**src/rtl/tnn_tree_pkg.sv**
```systemverilog
//==============================================================================
// Module  : tnn_tree_pkg
// Brief   : Shared widths, node-table entry layout and walker state encoding
//           for the decision-tree walker.
// Revision: 1.0 - initial release
//==============================================================================
`default_nettype none
`timescale 1ns/1ps

package tnn_tree_pkg;

    localparam int NUM_FEAT   = 11;
    localparam int FEAT_W     = 3;
    localparam int NUM_NODES  = 32;
    localparam int CLASS_W    = 3;
    localparam int MAX_DEPTH  = 8;

    localparam int NODE_IDX_W = $clog2(NUM_NODES);
    localparam int FEAT_IDX_W = $clog2(NUM_FEAT);
    localparam int DEPTH_W    = $clog2(MAX_DEPTH + 1);

    // leaf_class carries the node's class ("class" is a reserved word)
    typedef struct packed {
        logic                  leaf;
        logic [FEAT_IDX_W-1:0] feat_idx;
        logic [FEAT_W-1:0]     thresh;
        logic [NODE_IDX_W-1:0] left;
        logic [NODE_IDX_W-1:0] right;
        logic [CLASS_W-1:0]    leaf_class;
    } node_t;

    localparam int NODE_W = $bits(node_t);

    typedef enum logic [1:0] {
        IDLE = 2'd0,
        WALK = 2'd1,
        DONE = 2'd2
    } state_t;

endpackage

`default_nettype wire

```
**src/rtl/tnn_cmp_gt.sv**
```systemverilog
//==============================================================================
// Module  : tnn_cmp_gt
// Brief   : Exact unsigned "a > b" comparator node; an approximate library
//           variant with the same ports may replace it.
// Revision: 1.0 - initial release
//==============================================================================
`default_nettype none
`timescale 1ns/1ps

module tnn_cmp_gt
    import tnn_tree_pkg::*;
(
    input  logic [FEAT_W-1:0] a,
    input  logic [FEAT_W-1:0] b,
    output logic              gt
);

    assign gt = (a > b);

endmodule

`default_nettype wire

```
**src/rtl/tnn_tree_walker.sv**
```systemverilog
//==============================================================================
// Module  : tnn_tree_walker
// Brief   : Walks one decision tree per feature vector with a single shared
//           comparator, one node per cycle, from root 0 to a leaf.
//           Optional statistics counters: define TNN_TREE_STATS_EN.
// Revision: 1.0 - initial release
//==============================================================================
`default_nettype none
`timescale 1ns/1ps

module tnn_tree_walker
    import tnn_tree_pkg::*;
(
    input  logic                       clk,
    input  logic                       rst_n,
    input  logic                       cfg_we,
    input  logic [NODE_IDX_W-1:0]      cfg_addr,
    input  logic [NODE_W-1:0]          cfg_wdata,
    input  logic                       in_valid,
    output logic                       in_ready,
    input  logic [NUM_FEAT*FEAT_W-1:0] in_feat,
    output logic                       out_valid,
    input  logic                       out_ready,
    output logic [CLASS_W-1:0]         out_class,
    output logic                       out_err,
    output logic                       busy
`ifdef TNN_TREE_STATS_EN
    ,
    input  logic                       stat_clr,
    output logic [15:0]                stat_cmp_cnt,
    output logic [15:0]                stat_inf_cnt
`endif
);

    localparam node_t c_reset_node = '{leaf: 1'b1, default: '0};

    state_t                      r_state;
    node_t                       r_table [NUM_NODES];
    logic [NUM_FEAT*FEAT_W-1:0]  r_feat;
    logic [NODE_IDX_W-1:0]       r_node_ptr;
    logic [DEPTH_W-1:0]          r_depth;
    logic                        r_in_ready;
    logic                        r_out_valid;
    logic [CLASS_W-1:0]          r_out_class;
    logic                        r_out_err;
    logic                        r_busy;

    node_t                       w_node;
    logic [FEAT_W-1:0]           w_feat;
    logic                        w_gt;
    logic                        w_at_limit;

    assign w_node     = r_table[r_node_ptr];
    assign w_at_limit = (r_depth == DEPTH_W'(MAX_DEPTH));

    // Out-of-range feature indices read as zero
    always_comb begin
        w_feat = '0;
        for (int k = 0; k < NUM_FEAT; k++) begin
            if (w_node.feat_idx == FEAT_IDX_W'(k)) begin
                w_feat = r_feat[k*FEAT_W +: FEAT_W];
            end
        end
    end

    tnn_cmp_gt u_cmp (
        .a  (w_feat),
        .b  (w_node.thresh),
        .gt (w_gt)
    );

    always_ff @(posedge clk) begin
        if (!rst_n) begin
            r_state     <= IDLE;
            r_feat      <= '0;
            r_node_ptr  <= '0;
            r_depth     <= '0;
            r_in_ready  <= 1'b1;
            r_out_valid <= 1'b0;
            r_out_class <= '0;
            r_out_err   <= 1'b0;
            r_busy      <= 1'b0;
            for (int i = 0; i < NUM_NODES; i++) begin
                r_table[i] <= c_reset_node;
            end
        end else begin
            case (r_state)
                IDLE: begin
                    // Table writes only land while idle so a walk never sees a torn tree
                    if (cfg_we) begin
                        r_table[cfg_addr] <= node_t'(cfg_wdata);
                    end
                    if (in_valid) begin
                        r_feat     <= in_feat;
                        r_node_ptr <= '0;
                        r_depth    <= '0;
                        r_state    <= WALK;
                        r_in_ready <= 1'b0;
                        r_busy     <= 1'b1;
                    end
                end
                WALK: begin
                    if (w_node.leaf) begin
                        r_out_class <= w_node.leaf_class;
                        r_out_err   <= 1'b0;
                        r_out_valid <= 1'b1;
                        r_state     <= DONE;
                    end else if (w_at_limit) begin
                        r_out_class <= '0;
                        r_out_err   <= 1'b1;
                        r_out_valid <= 1'b1;
                        r_state     <= DONE;
                    end else begin
                        r_node_ptr <= w_gt ? w_node.right : w_node.left;
                        r_depth    <= r_depth + 1'b1;
                    end
                end
                DONE: begin
                    if (out_ready) begin
                        r_out_valid <= 1'b0;
                        r_in_ready  <= 1'b1;
                        r_busy      <= 1'b0;
                        r_state     <= IDLE;
                    end
                end
                default: begin
                    r_state     <= IDLE;
                    r_in_ready  <= 1'b1;
                    r_out_valid <= 1'b0;
                    r_busy      <= 1'b0;
                end
            endcase
        end
    end

    assign in_ready  = r_in_ready;
    assign out_valid = r_out_valid;
    assign out_class = r_out_class;
    assign out_err   = r_out_err;
    assign busy      = r_busy;

`ifdef TNN_TREE_STATS_EN
    logic [15:0] r_cmp_cnt;
    logic [15:0] r_inf_cnt;
    logic        w_cmp_evt;
    logic        w_inf_evt;

    assign w_cmp_evt = (r_state == WALK) && !w_node.leaf && !w_at_limit;
    assign w_inf_evt = r_out_valid && out_ready;

    always_ff @(posedge clk) begin
        if (!rst_n || stat_clr) begin
            r_cmp_cnt <= '0;
            r_inf_cnt <= '0;
        end else begin
            if (w_cmp_evt && (r_cmp_cnt != 16'hFFFF)) begin
                r_cmp_cnt <= r_cmp_cnt + 16'd1;
            end
            if (w_inf_evt && (r_inf_cnt != 16'hFFFF)) begin
                r_inf_cnt <= r_inf_cnt + 16'd1;
            end
        end
    end

    assign stat_cmp_cnt = r_cmp_cnt;
    assign stat_inf_cnt = r_inf_cnt;
`endif

endmodule

`default_nettype wire

```
**config.mk**
```make
export PLATFORM = sky130hd
export DESIGN_NAME = tnn_tree_walker
export DESIGN_NICKNAME = d
export VERILOG_FILES = /design/src/rtl/tnn_tree_pkg.sv /design/src/rtl/tnn_cmp_gt.sv /design/src/rtl/tnn_tree_walker.sv
export SDC_FILE = /design/constraint.sdc
export NUM_CORES = 1
export LEC_CHECK = 0
export CORE_UTILIZATION = 42
export DETAILED_ROUTE_END_ITERATION = 8
export PLACE_DENSITY_LB_ADDON = 0.08
export REMOVE_ABC_BUFFERS = 1
export SLEW_MARGIN = 10
export SYNTH_ARGS = -nofsm -noshare
export SYNTH_HDL_FRONTEND = slang
export SYNTH_SLANG_ARGS = --single-unit
export TNS_END_PERCENT = 50
```
**constraint.sdc**
```tcl
create_clock -name clk -period 5.42 [get_ports clk]
set_clock_uncertainty 0.2 [all_clocks]
set_input_delay 0.813 -clock clk [delete_from_list [all_inputs] [get_ports clk]]
set_output_delay 0.813 -clock clk [all_outputs]
set_load 0.005 [all_outputs]
```
==> flow_results.org, run 1 <==
** Placed design
- DP Cell Count :: 3211
- Prior to clock tree synthesis, the placed netlist has a worst setup slack of 0.5238 ns.
- IO buf count :: 70
- Routability congestion estimate from global placement :: 0.8576
- Post-detailed-placement half-perimeter wirelength :: 58430 um

** Timing
- Final period utilization :: 91.65%
- Final setup violation count :: 0
- Setup repair after global routing left no endpoint under its margin.
- Number of endpoints with negative hold slack in the final report :: 0
- Worst slew margin relative to its limit :: 22.63%
- Transition at the pin with the smallest max-transition slack :: 1.157 ns
- Across all setup checks in the final design, the least slack found is 0.4527 ns.
- For the final routed database, the setup TNS stands at 0 ns.
- Based on the critical path, the design can be clocked at up to 0.2013 GHz.
- Number of max-slew violations in the final report :: 0
- The routed design could run at a clock period as short as 4.967 ns.

** Worst hold path
- The worst hold path belongs to the class flip-flop to flip-flop.
- Count of cells along the worst hold path :: 2
- In this run the most critical hold path is launched from r_node_ptr[2].

** Critical path
- In this design, the stage delay of the slowest critical-path cell is 0.75 ns.
- Slowest stage cell, crit path :: dfxtp_4
- FF-to-FF setup slack :: 0.45 ns
- Critical path required time :: 5.66 ns
- Buffers plus inverters on the worst setup path :: 1
- CP Depth :: 17
- The critical path in this run is classified as flip-flop to flip-flop.
- STA classifies the critical path endpoint as a flip-flop.
- Family of cells with the greatest summed delay on the critical path :: simple AND/OR/NAND/NOR gates
- The signal on the critical path passes through nor2b_1 > a22oi_1 > nand4_1 > o21ai_1 > nor2_2 > mux2i_1 > o22a_1 > nand4_1 > a22o_1 > ha_1 > a21o_1 > a21oi_1 > a31oi_1 > buf_4 > mux4_2 > nand3_1 > o21ai_1.
- Reg2reg path depth :: 17
- Along the worst path, the maximum fanout reaches 31.
- The worst setup path is launched from a flip-flop.
- Data arrives at the worst endpoint at 5.21 ns.

** Pwr
- Overall power consumption after layout is estimated at 12550 uW.
- Internal Power :: 9672 uW
- Net switching is 22.92% of the power.
- Static Leak :: 0.01295 uW
- Net Switching :: 2875 uW
- Relative contribution of combinational cells to total power :: 6.7%
- Power share of the sequential group :: 51.0%
- The worst-case IR drop observed on VDD is 0.2187 mV.
- In this run the power density over the cells is 333.9 nW/um^2.
- Clock share of power :: 42.3%

** Global routing
- Wire length of the first global-routing pass :: 136600 um
- Entering global routing, the biggest net connects 69 pins.
- Global routing used 23.82% of the available tracks across all layers.
- The initial antenna violation count came to 9.
- Number of global-route vias before repair :: 18760
- The total overflow left after global routing is 0.

** Logic synthesis
- The synthesized design contains 672 enable-type register cells.
- Post-synthesis instance total :: 2237
- Number of warnings reported in the yosys synthesis log :: 0
- Average cell area after synthesis :: 14.81 um^2
- Sequential cells were found to cover 64.27% of the synthesized design area.
- For this run, the leading register cell type out of synthesis is edfxtp_1.
- Synth cell types :: 45
- The cell area that synthesis handed to floorplanning was 33140 um^2.
- Ranking of synthesized cells by area :: edfxtp_1 (61%), and2_1 (12%), mux4_2 (12%), dfxtp_1 (3.4%), mux2i_1 (2.2%)
- FF+latch count, synth :: 728
- Yosys top cell area share :: 60.89%
- Largest area contributor in the synthesized netlist :: edfxtp_1
- Proportion of synthesized flip-flops having asynchronous set or reset :: 0%

** Final layout
- Total Nets Final :: 2324
- Area overhead of the layout relative to synthesis :: 13.38%
- Fraction of layout instances using a drive strength above 1 :: 18.75%
- For this run, the number of standard cells in the final layout without fillers is 3357.
- Number of inserted filler cells in the final layout :: 6603

** Drt
- After detailed routing, the total wire length is 95010 um.
- After detailed routing, the average wire length per cell comes to 28.30 um.
- After detailed routing, the number of vias per cell comes to 5.554.
- Vias post-DR :: 18650
- Count of TritonRoute iterations in the first routing pass :: 7
- Drt drc :: 0
- Number of antenna-violating nets in the routed design :: 0
- In this run, the number of DRC markers left after iteration 0 of detailed routing was 1987.

** Clock tree
- Counting along the longest clock path gives a buffer depth of 3.
- TritonCTS built the clock tree.
- The H-tree was split into 3 levels.
- For the worst-skew pair, the clock arrives at the later sink with an insertion delay of 0.63 ns.
- Number of hold buffers added after CTS :: 0
- Counting every sink on the clock net gives 728.
- Buffers inserted during clock tree synthesis total 82.
- Post-CTS repair changed the size of 0 cells.
- Setup Buffers After CTS :: 0
- The tree is rooted in a clkbuf_16.
- Clock input transition at the sequential cells of the worst setup and hold paths :: 0.06 ns

** Die
- The initial utilization of the core area, before any placement, comes to 42.64%.
- The die covers 80030 um^2.
- From bottom edge to top edge, the die measures 282.9 um.
- Floorplan Core Area :: 77720 um^2
- Site row count :: 102
- Horizontal die dimension :: 282.9 um
- Pin placement for this block handled 71 I/O pins.

** Flow run
- Number of max-cap violations :: 0

** Run status
- Run status :: completed
[power groups by stage]
stage	Combinational [uW]	Sequential, uW	Clock, uW
floorplan	410	6510	0
global placement	838	6510	0
detailed placement	844	6520	0
CTS	846	6400	5410
global route	890	6420	5590
finish	837	6400	5310
[state kept, by name, indices dropped and copies added (netlist names), named ones only]
register / flops
out_class: 3
r_node_ptr: 5
r_table: 672
busy: 1
r_state: 2
in_ready: 1
r_depth: 4
out_valid: 1
r_feat: 33
out_err: 1
[Yosys cell counts (all sizes together) (3+ instances only)]
library cell / n
a22o: 6
nand4: 6
nand2: 90
mux2: 6
inv: 5
edfxtp: 672
and2: 645
nor2b: 16
dfxtp: 56
buf: 40
o22ai: 5
nor2: 46
clkbuf: 180
nand2b: 7
mux2i: 74
or3: 34
a21oi: 6
a21boi: 36
a211oi: 3
a22oi: 34
nand3b: 3
o21ai: 45
mux4: 175
or2: 3
nand3: 20
ha: 5
[cell families after synthesis]
kind of cell	synth area share, %
AOI/OAI and AO/OA	2.869
xor gates and xnor gates	0.05287
adders and majority gates	0.1888
buffers and inverters	2.745
DFF	64.27
muxes	14.33
and+or+nand+nor	15.54
[final timing paths]
path	end
hold / removal	flip-flop
setup / recovery	r_node_ptr[4]
setup reg to reg	r_node_ptr[4]
hold reg to reg	flip-flop
[worst min-delay path, cell delays in order (launching register included)]
cell,delay [ns]
dfxtp_1,0.30
nand3_1,0.05
o21ai_1,0.07
[layout by cell type, fill, tap and decap left out, drive strengths merged, types with 45 or more instances in the layout]
master / n
dfxtp: 56
nand2: 90
mux4: 175
clkdlybuf4s50: 60
o21ai: 45
clkbuf: 106
buf: 94
and2: 645
edfxtp: 672
mux2i: 74
nor2: 46
[metrics by stage]
| step | cell area [um^2] | utilization [%] | hold WS (ns) |
|---|---|---|---|
| after floorplan | 32250 | - | 0.2369 |
| after global placement | 35050 | 45.10 | 0.2353 |
| after detailed placement | 35050 | 45.10 | 0.2460 |
| after CTS | 37570 | 48.34 | 0.2553 |
| after global routing | 37570 | 48.34 | 0.2788 |
| final | 37570 | 48.34 | 0.2574 |
[area by class of cell]
cell class / instances / area, um^2 / area share, %
repair buffers: 154 / 1321 / 3.516
inverters: 5 / 18.77 / 0.04995
clock buffers: 106 / 2203 / 5.864
flip-flops and latches: 728 / 21310 / 56.72
multi-input cells: 1284 / 11100 / 29.53
well taps: 1040 / 1301 / 3.463
diodes: 2 / 5.005 / 0.01332
clock inverters: 38 / 315.3 / 0.8392
[per-layer routing]
layer | global-route usage [%] | vias to the layer above | share of wire (%)
met5 | 0 | - | 0
met2 | 34.58 | 619 | 44
met1 | 36.88 | 9687 | 47
li1 | - | 8232 | -
met4 | 6.861 | 0 | 2.4
met3 | 3.623 | 107 | 6.6
(Power assumes the default switching activity.)
==> inputs of run 2 (changes only) <==
Settings changed: PLACE_DENSITY set to 0.59, PLACE_DENSITY_LB_ADDON 0.08 to unset.
==> run 2 against run 1 <==
  * Clock-buffer cell count is 7 lower
  * Via count is 0.73% higher
  * Critical path depth fell by 2
  * Global-route usage is 1.1 points lower
  * Worst setup slack worse by 0.044 ns
  * Flip-flop and latch count stayed put
  * Clock power fell by 5.3%
  * Die area unchanged
  * Final cell count increased by 0.27%
  * Routed wire length shrank 4.4%
  * First-iteration DRC count up 12%
  * Cell area shrank 0.16%
==> flow_results.org, run 2 (synthesis gave the netlist of run 1 again) <==
** Run status
- Run status :: completed

** Flow run
- Number of max-cap violations :: 0 (unchanged)

** Final layout
- The number of nets in the finished design came to 2332 (+0.34%).
- Max reg flops :: 672 (unchanged)
- Most common cell after layout, fill and taps aside :: edfxtp_1
- The final core area utilization is 48.27% (-0.076 points).
- Counting flops per register, the top entry is r_table.
- The number of antenna cells inserted came to 0 (-2).
- Highest-count cells in the layout ignoring fill and taps :: edfxtp_1 (672), and2_1 (645), mux4_2 (175), buf_4 (95), nand2_1 (90)
- The area growth from synthesis to layout is 13.20%.
- Final design area excluding fillers :: 37510 um^2 (-0.16%)
- Fraction of layout instances using a drive strength above 1 :: 18.83% (+0.083 points)
- In the final layout, the registers with the most flip-flops are r_table (672), r_feat (33), r_node_ptr (5).
- Non-filler cells, final :: 3366 (+0.27%)

** Drt
- The routed wire length is 90850 um (-4.4%).
- The number of DRC violations after detailed routing came to 0 (unchanged).
- Count of TritonRoute iterations in the first routing pass :: 5 (-2)
- Initial DRC Count :: 2218 (+12%)
- Number of antenna-violating nets in the routed design :: 0 (unchanged)
- The final routed wire length divided by cell count is 26.99 um (-4.6%).
- Vias post-DR :: 18780 (+0.73%)
- Drt via density :: 5.580 (+0.47%)

** Placed design
- DP Cell Count :: 3224 (+0.40%)
- IO buf count :: 70 (unchanged)
- The half-perimeter wire length after placement came to 57490 um (-1.6%).
- Routability congestion estimate from global placement :: 0.9012 (+5.1%)
- Cell area after placement :: 35160 um^2 (+0.32%)

** Critical path
- Arrival time of the worst setup path :: 5.30 ns (+0.09 ns)
- The delay of the slowest cell on the worst path is 0.69 ns (-0.06 ns).
- The depth of the worst register-to-register path was 15 (-2).
- The critical path is of the flip-flop to flip-flop type.
- Worst Setup End Kind :: flip-flop
- Most frequent CP cell :: o21ai_1
- The worst setup path is launched from a flip-flop.
- Critical path required time :: 5.71 ns (+0.05 ns)
- The worst-path maximum fanout was 23 (-26%).
- The largest individual stage delay along the critical path comes from the cell nor2b_1.
- Cell breakdown of the critical path :: nor2b_1 > a22oi_1 > nand4_1 > o21ai_1 > nor2_2 > buf_4 > mux2_2 > a32oi_1 > o22ai_1 > ha_1 > a21oi_1 > a31oi_2 > mux4_2 > nand3_1 > o21ai_1
- The register-to-register setup slack came to 0.41 ns (-0.04 ns).

** Global routing
- Largest net degree at the start of global routing :: 51 (-26%)
- The via count of the first global-routing pass was 18560 (-1.1%).
- Remaining Overflow, GRT :: 0 (unchanged)
- Total routing resource utilization after global routing :: 22.73% (-1.1 points)
- The first-pass GRT wire length was 132500 um (-3.0%).
- The initial antenna violation count came to 6 (-3).

** Timing
- Min Hold Slack :: 0.2374 ns (-0.02008 ns)
- The highest clock frequency the design can meet is 0.1995 GHz (-0.88%).
- The transition time at the pin with the least slew margin was 1.216 ns (+0.05927 ns).
- The remaining max-slew budget at the tightest pin came to 18.75% (-3.9 points).
- Time the worst path needs with I/O delays and setup :: 5.011 ns (+0.04405 ns)
- Number of endpoints with negative hold slack in the final report :: 0 (unchanged)
- RSZ-0062 raised after global routing :: false
- Final period utilization :: 92.46% (+0.81 points)
- The number of max-slew violations in the final report was 0 (unchanged).
- Final setup violation count :: 0 (unchanged)

** Worst hold path
- Count of cells along the worst hold path :: 2 (unchanged)
- The startpoint identified for the worst hold timing path is r_node_ptr[0].
- Kind of path behind the tightest hold check :: flip-flop to flip-flop

** Pwr
- The sum of internal, switching and leakage power was 12270 uW (-2.2%).
- Max IR drop VDD :: 0.1922 mV (-12%)
- The ratio of total power to cell area is 327.1 nW/um^2 (-2.1%).
- The total leakage power was 0.01293 uW (-0.12%).

** Die
- The effective utilization at floorplan was 42.64% (unchanged).
- Vert. Die Dim :: 282.9 um (unchanged)
- The area of the core region was 77720 um^2 (unchanged).
- The die area came to 80030 um^2 (unchanged).
- Horizontal die dimension :: 282.9 um (unchanged)
- The number of rows created at floorplan came to 102 (unchanged).
- Top-level port count :: 71 (unchanged)

** Clock tree
- The number of buffers on the longest clock path came to 3 (unchanged).
- The number of hold buffers added after cts came to 0 (unchanged).
- The H-tree level count came to 3 (unchanged).
- The TritonCTS buffer count came to 77 (-6.1%).
- The cell sitting at the root of the clock tree is a clkbuf_16.
- The clock insertion delay at the later pin of the skew report came to 0.62 ns (about the same).
- # clock sinks :: 728 (unchanged)
- TritonCTS built the clock tree.
- Clock input transition at the sequential cells of the worst setup and hold paths :: 0.06 ns (about the same)
run 2: cell types whose count changed in the layout (fill, tap and decap cells not counted), moves of 2 or more:
cell	before	now
diode_2	2	0
clkinv_1	16	18
clkbuf_8	4	0
clkbuf_1	19	21
clkinv_2	10	14
clkdlybuf4s50_1	60	63
buf_2	9	6
buf_4	82	95
clkbuf_16	83	78
run 2: metrics by stage:
stage / TNS, ns / setup slack (ns)
floorplan: -68.00 / -4.140
global placement: 0 / 0.4683
detailed placement: 0 / 0.4150
CTS: 0 / 0.3926
global route: 0 / 0.2610
finish: 0 / 0.4087
run 2: critical path, delay by kind of cell, from the launching register on:
kind / cells / cell delay (ns)
DFF: 1 / 0.60
muxes: 2 / 0.73
and+or+nand+nor: 4 / 1.46
AOI/OAI and AO/OA: 7 / 1.27
buffers and inverters: 1 / 0.27
adders and majority gates: 1 / 0.35
run 2: cell type report:
class                   instances  area, um^2
inverters                       5       18.77
clock inverters                43       325.3
multi-input cells            1284       11090
well taps                    1040        1301
flip-flops and latches        728       21310
clock buffers                  99        2031
repair buffers                167        1434
fillers                      6571       40210
run 2: layer usage:
layer  share of wire, %  track usage (%)  routed length (um)  vias up
met2                 47            35.65               42390      676
met4                2.2            6.019                1974        2
met3                6.4            3.349                5777      113
li1                   -                -                   -     8236
met1                 45            33.14               40690     9755
met5              0.013                0                  12        -
run 2: repair_timing:
item	4_1_cts	5_1_grt
buffers inserted	0	0
resized for setup	0	1
setup endpoints to repair	0	4
run 2: how the worst max path moves through the flow:
stage	cells after the start	to	slack (ns)	from
floorplan	16	flip-flop	-4.14	flip-flop
global placement	17	flip-flop	0.47	flip-flop
detailed placement	17	flip-flop	0.42	flip-flop
CTS	15	flip-flop	0.39	flip-flop
global route	18	r_node_ptr[0]	0.26	flip-flop
finish	15	flip-flop	0.41	flip-flop
run 2: report_power, final:
group          switching [uW]  internal [uW]  total [uW]
combinational             542            305         847
clock                    2190           2850        5030
sequential               73.1           6320        6390
